<file path="config.mk">
export PLATFORM = sky130hd
export DESIGN_NAME = phase_wave_gen
export DESIGN_NICKNAME = d
export VERILOG_FILES = /design/src/rtl/phase_wave_gen.sv
export SDC_FILE = /design/constraint.sdc
export NUM_CORES = 2
export LEC_CHECK = 0
export CORE_ASPECT_RATIO = 2
export CORE_MARGIN = 8
export CORE_UTILIZATION = 65
export CTS_CLUSTER_SIZE = 10
export DETAILED_ROUTE_END_ITERATION = 16
export GPL_TIMING_DRIVEN = 1
export PLACE_DENSITY = 0.81
export SLEW_MARGIN = 20
export SYNTH_ARGS = -nofsm -noshare
export SYNTH_HDL_FRONTEND = slang
export SYNTH_SLANG_ARGS = --single-unit
</file>
<file path="constraint.sdc">
create_clock -name master_clock -period 20.5 [get_ports master_clock]
set_input_delay 3.075 -clock master_clock [delete_from_list [all_inputs] [get_ports master_clock]]
set_output_delay 3.075 -clock master_clock [all_outputs]
set_load 0.1 [all_outputs]
</file>
<file path="src/rtl/phase_wave_gen.sv">
// phase_wave_gen
// Generates NUM_CH phase-shifted 40 kHz square waves for a transducer array.
// Phase bytes arrive one per byte_valid strobe and fill a shadow bank. An apply
// request copies the shadow bank into the active bank at the next period
// boundary, so an output never changes phase in the middle of a period.
//
// Ports
//   master_clock   : sole clock, rising edge
//   rst            : synchronous active-high reset
//   byte_data      : phase byte (0..STEPS-1 = phase step, >= STEPS = channel off)
//   byte_valid     : qualifies byte_data for one cycle
//   frame_start    : restarts the channel write index at 0
//   apply          : requests a shadow-to-active transfer at the next boundary
//   transducer_out : registered square-wave drive, bit i = channel i
//   frame_done     : NUM_CH bytes received in the current frame
//   overrun        : sticky, a byte arrived after the frame was already full
//   apply_pending  : transfer requested but not yet performed
module phase_wave_gen #(
  parameter int NUM_CH  = 50,
  parameter int CLK_DIV = 5,
  parameter int STEPS   = 250
) (
  input  logic              master_clock,
  input  logic              rst,
  input  logic [7:0]        byte_data,
  input  logic              byte_valid,
  input  logic              frame_start,
  input  logic              apply,
  output logic [NUM_CH-1:0] transducer_out,
  output logic              frame_done,
  output logic              overrun,
  output logic              apply_pending
);

  localparam int PW = (CLK_DIV > 1) ? $clog2(CLK_DIV) : 1;
  localparam int WW = $clog2(NUM_CH + 1);
  localparam logic [PW-1:0] PRESC_MAX = PW'(CLK_DIV - 1);
  localparam logic [8:0]    STEP_MAX  = 9'(STEPS - 1);
  localparam logic [8:0]    STEPS_9   = 9'(STEPS);
  localparam logic [8:0]    HALF_9    = 9'(STEPS / 2);
  localparam logic [WW-1:0] W_FULL    = WW'(NUM_CH);
  localparam logic [WW-1:0] W_LAST    = WW'(NUM_CH - 1);

  // High while (step - phase) mod STEPS lies in the first half period.
  // The 9-bit difference is negative exactly when bit 8 is set.
  function automatic logic phase_on(input logic [8:0] step, input logic [7:0] phase);
    logic [8:0] diff;
    logic       on;
    diff = step - {1'b0, phase};
    if (diff[8]) begin
      diff = diff + STEPS_9;
    end else begin
      diff = diff;
    end
    if ({1'b0, phase} >= STEPS_9) begin
      on = 1'b0;
    end else begin
      on = (diff < HALF_9);
    end
    return on;
  endfunction

  logic [PW-1:0]     presc_q, presc_d;
  logic [8:0]        step_q, step_d;
  logic [WW-1:0]     w_q, w_d;
  logic              frame_done_q, frame_done_d;
  logic              overrun_q, overrun_d;
  logic              pending_q, pending_d;
  logic [NUM_CH-1:0] wave_q, wave_d;
  logic [7:0]        shadow_q [NUM_CH];
  logic [7:0]        active_q [NUM_CH];

  logic              boundary_s;
  logic              xfer_s;
  logic              wr_en_s;
  logic [WW-1:0]     wr_idx_s;

  // Prescaler and phase-step counter that define the 40 kHz period.
  always_comb begin
    presc_d = presc_q;
    step_d  = step_q;
    if (presc_q == PRESC_MAX) begin
      presc_d = {PW{1'b0}};
      if (step_q == STEP_MAX) begin
        step_d = 9'd0;
      end else begin
        step_d = step_q + 9'd1;
      end
    end else begin
      presc_d = presc_q + PW'(1);
    end
  end

  assign boundary_s = (step_q == 9'd0) && (presc_q == {PW{1'b0}});
  // A request arriving in the boundary cycle itself only sets pending, so it
  // waits for the following boundary.
  assign xfer_s     = boundary_s && pending_q;

  // Frame write index, shadow write enable, frame_done and overrun flags.
  always_comb begin
    w_d          = w_q;
    wr_en_s      = 1'b0;
    wr_idx_s     = w_q;
    frame_done_d = frame_done_q;
    overrun_d    = overrun_q;
    if (frame_start) begin
      frame_done_d = 1'b0;
      overrun_d    = 1'b0;
      if (byte_valid) begin
        wr_en_s  = 1'b1;
        wr_idx_s = {WW{1'b0}};
        w_d      = WW'(1);
      end else begin
        w_d = {WW{1'b0}};
      end
    end else if (byte_valid) begin
      if (w_q < W_FULL) begin
        wr_en_s = 1'b1;
        w_d     = w_q + WW'(1);
        if (w_q == W_LAST) begin
          frame_done_d = 1'b1;
        end else begin
          frame_done_d = frame_done_q;
        end
      end else begin
        overrun_d = 1'b1;
      end
    end else begin
      w_d = w_q;
    end
  end

  // Apply request latch; further requests while pending are absorbed.
  always_comb begin
    if (xfer_s) begin
      pending_d = 1'b0;
    end else if (apply) begin
      pending_d = 1'b1;
    end else begin
      pending_d = pending_q;
    end
  end

  // Next output bits. During a transfer cycle the incoming shadow phases are
  // used so the first period after the boundary is already complete.
  always_comb begin
    wave_d = {NUM_CH{1'b0}};
    for (int i = 0; i < NUM_CH; i++) begin
      wave_d[i] = phase_on(step_q, xfer_s ? shadow_q[i] : active_q[i]);
    end
  end

  // Control and output registers.
  always_ff @(posedge master_clock) begin
    if (rst) begin
      presc_q      <= {PW{1'b0}};
      step_q       <= 9'd0;
      w_q          <= {WW{1'b0}};
      frame_done_q <= 1'b0;
      overrun_q    <= 1'b0;
      pending_q    <= 1'b0;
      wave_q       <= {NUM_CH{1'b0}};
    end else begin
      presc_q      <= presc_d;
      step_q       <= step_d;
      w_q          <= w_d;
      frame_done_q <= frame_done_d;
      overrun_q    <= overrun_d;
      pending_q    <= pending_d;
      wave_q       <= wave_d;
    end
  end

  // Shadow bank, written one byte at a time.
  always_ff @(posedge master_clock) begin
    if (rst) begin
      for (int i = 0; i < NUM_CH; i++) begin
        shadow_q[i] <= 8'hFF;
      end
    end else if (wr_en_s) begin
      shadow_q[wr_idx_s] <= byte_data;
    end
  end

  // Active bank, loaded from the pre-edge shadow contents at a boundary.
  always_ff @(posedge master_clock) begin
    if (rst) begin
      for (int i = 0; i < NUM_CH; i++) begin
        active_q[i] <= 8'hFF;
      end
    end else if (xfer_s) begin
      for (int i = 0; i < NUM_CH; i++) begin
        active_q[i] <= shadow_q[i];
      end
    end
  end

  assign transducer_out = wave_q;
  assign frame_done     = frame_done_q;
  assign overrun        = overrun_q;
  assign apply_pending  = pending_q;

endmodule

</file>
==> flow_summary.json <==
{
  "yosys-top-cells-area": "edfxtp_1 37%, ha_1 7.8%, or3_1 6.6%, mux2i_1 5.1%, xnor2_1 4.0%",
  "path_buf_inv": 3,
  "hold_buffers": 0,
  "endpoint_kind": "flop",
  "first_pass_iters": 8,
  "setup.worst_path.class": "flop to flop",
  "wl_met3_mm": 17.0,
  "status": "finished, final reports clean",
  "crit_chain": "inv_6, ha_1, and4b_4, nand3_4, buf_4, buf_4, mux2i_1, xnor2_1, ha_1, a41oi_1, a2111oi_0, a311oi_1, or4b_2, o211ai_1, and2_1, mux2_2, a31oi_1, o221a_2",
  "max_freq_ghz": 0.147,
  "stdcell_area_mm2": 0.0692,
  "wl_met1_mm": 65.2,
  "yosys_register_bits": 871,
  "tightest_slew_ns": 1.19,
  "antenna_found_initial": 9,
  "rsz0062_at_grt": "no",
  "grt.overflow.total": 0,
  "grt_max_degree": 180,
  "p_switching_w": 0.00147,
  "nets": 6858,
  "die_h_um": 464,
  "clkPwrFrac_pct": 34.0,
  "mostFrequentLayoutCells": "800 x edfxtp_1, 689 x or3_1, 419 x nand2_1, 407 x ha_1, 331 x mux2i_1",
  "cp.required_ns": 21.09,
  "maxCapViolCount": 0,
  "tritoncts": "done",
  "power.internal_w": 0.00330,
  "cts-buffers-inserted": 97,
  "ant_nets": 0,
  "start_util_pct": 65.3,
  "comb_power_share_pct": 23.5,
  "syn_area_mm2": 0.0652,
  "finalWirelength_mm": 189,
  "drive_gt1_share_pct": 7.39,
  "synth_edf_count": 800,
  "path_clk_slew_ns": 0.06,
  "grt_pass1_vias": 55400,
  "dp_hpwl_mm": 116,
  "grt_pass1_wl_mm": 294,
  "slew_violations": 0,
  "setup_viol": 0,
  "synthCells": 6613,
  "synth_warnings": 0,
  "drt_iter0_drc": 5014,
  "switching_share_pct": 30.8,
  "skew_ns": 0.0384,
  "maxUsedRoutingLayer": "met4",
  "async_reset_ff_share_pct": 0,
  "root_buffer": "clkbuf_16",
  "irDropWorstVdd_v": 0.0000615,
  "hold_violations": 0,
  "synth_top_area_cell": "edfxtp_1",
  "avgSynthCellArea_um2": 9.85,
  "design.core.area_mm2": 0.0997,
  "grt_usage_pct": 33.1,
  "crit_path_max_fanout": 68,
  "syn_to_final_growth_pct": 6.26,
  "worst_path_max_delay_cell": "dfxtp_4",
  "drc": 0,
  "vias_per_cell": 7.07,
  "die-area_mm2": 0.111,
  "cts_buffer_depth": 3,
  "synth_cell_types": 106,
  "worst_hold_path_type": "flop to flop",
  "power_leakage_nw": 24.4,
  "vias": 55600,
  "critPathArrivalTime_ns": 7.39,
  "finalCriticalPeriod_ns": 6.80,
  "die_x_um": 240,
  "clock_sinks": 871,
  "io_pins": 66,
  "synth_top_area_share_pct": 36.9,
  "setup_tns_ns": 0,
  "post-cts-setup-buffers": 0,
  "seq_power_share_pct": 42.4,
  "h-tree-depth": 3,
  "powerDensity_mw_per_mm2": 68.8,
  "cpPeakStageDelay_ns": 0.78,
  "final_util_pct": 69.4,
  "crit_family": "simple AND/OR/NAND/NOR gates",
  "final_common_cell": "edfxtp_1",
  "p_total_w": 0.00476,
  "setup.worst_path.start_class": "flop",
  "max_slew_margin_pct": 20.6,
  "period_share_pct": 33.2,
  "routedWlPerCell_um": 24.0,
  "place_area_mm2": 0.0664,
  "gp_congestion": 0.937,
  "io_buffers": 65,
  "synth-main-ff-cell": "edfxtp_1",
  "cts_resized": 0,
  "dr_wl_met2_mm": 93.7,
  "synth_nets": 7033,
  "clock_latency_ns": 0.72,
  "rows": 164,
  "yosysSeqAreaShare_pct": 39.0
}
==> cells by family after synthesis <==
kind of cell	synth area share, %
AO/OA/AOI/OAI	17.0
flip-flops	39.0
XOR/XNOR	5.56
multiplexers	5.47
AND/OR/NAND/NOR	20.7
adder cells (fa/ha/maj)	8.09
buffers and inverters	4.18
==> power groups by stage <==
| stage | clock network [W] | logic, W | registers (W) |
|---|---|---|---|
| floorplan | 0 | 0.000787 | 0.00215 |
| global placement | 0 | 0.00106 | 0.00206 |
| detailed placement | 0 | 0.00110 | 0.00206 |
| CTS | 0.00162 | 0.00111 | 0.00202 |
| global route | 0.00169 | 0.00122 | 0.00203 |
| finish | 0.00162 | 0.00112 | 0.00202 |
==> flip-flops by register name, indices dropped and copies added (netlist names) <==
signal          cells
active_q          400
shadow_q          400
transducer_out     50
step_q              9
w_q                 6
presc_q             3
apply_pending       1
frame_done          1
overrun             1
==> final timing paths <==
kind                         to  slack (ns)  cells past startpoint        from
max reg2reg  transducer_out[27]       13.70                     18   step_q[1]
max          transducer_out[27]       13.70                     18   step_q[1]
min reg2reg          presc_q[0]        0.49                      1  presc_q[0]
min                  presc_q[0]        0.49                      1  presc_q[0]
==> cells in the mapped netlist (all sizes together) (92+ instances only) <==
cell      n
nor3    103
mux2i   332
inv     243
nand3   174
a21oi   273
xor2    110
nor4     92
o21ai   135
and2     96
or3     690
buf     134
ha      407
clkbuf  283
or2     162
nor2    238
nand2   421
xnor2   301
edfxtp  800
==> metal layers <==
metal  vias up  track usage, %
met5         -               0
met4         0            22.7
met3       833            5.78
met2      2742            57.5
met1     26800            36.5
li1      25200               -
==> metrics by stage <==
stage / hold slack (ns) / std cells / setup WS [ns]
after detailed placement: 0.451 / 7667 / 13.79
after CTS: 0.493 / 7846 / 13.77
final: 0.492 / 7863 / 13.70
after floorplan: 0.432 / 6613 / 6.23
after global placement: 0.464 / 7667 / 13.93
after global routing: 0.518 / 7848 / 13.23
==> cell type report <==
type	instances	area, µm²
diodes	17	42.5
repair buffers	143	1300
clock buffers	174	2750
multi-input cells	5081	37000
clock inverters	5	41.3
inverters	244	928
fillers	7522	30500
well taps	1328	1660
flip-flops and latches	871	25500
(Power assumes the default switching activity.)
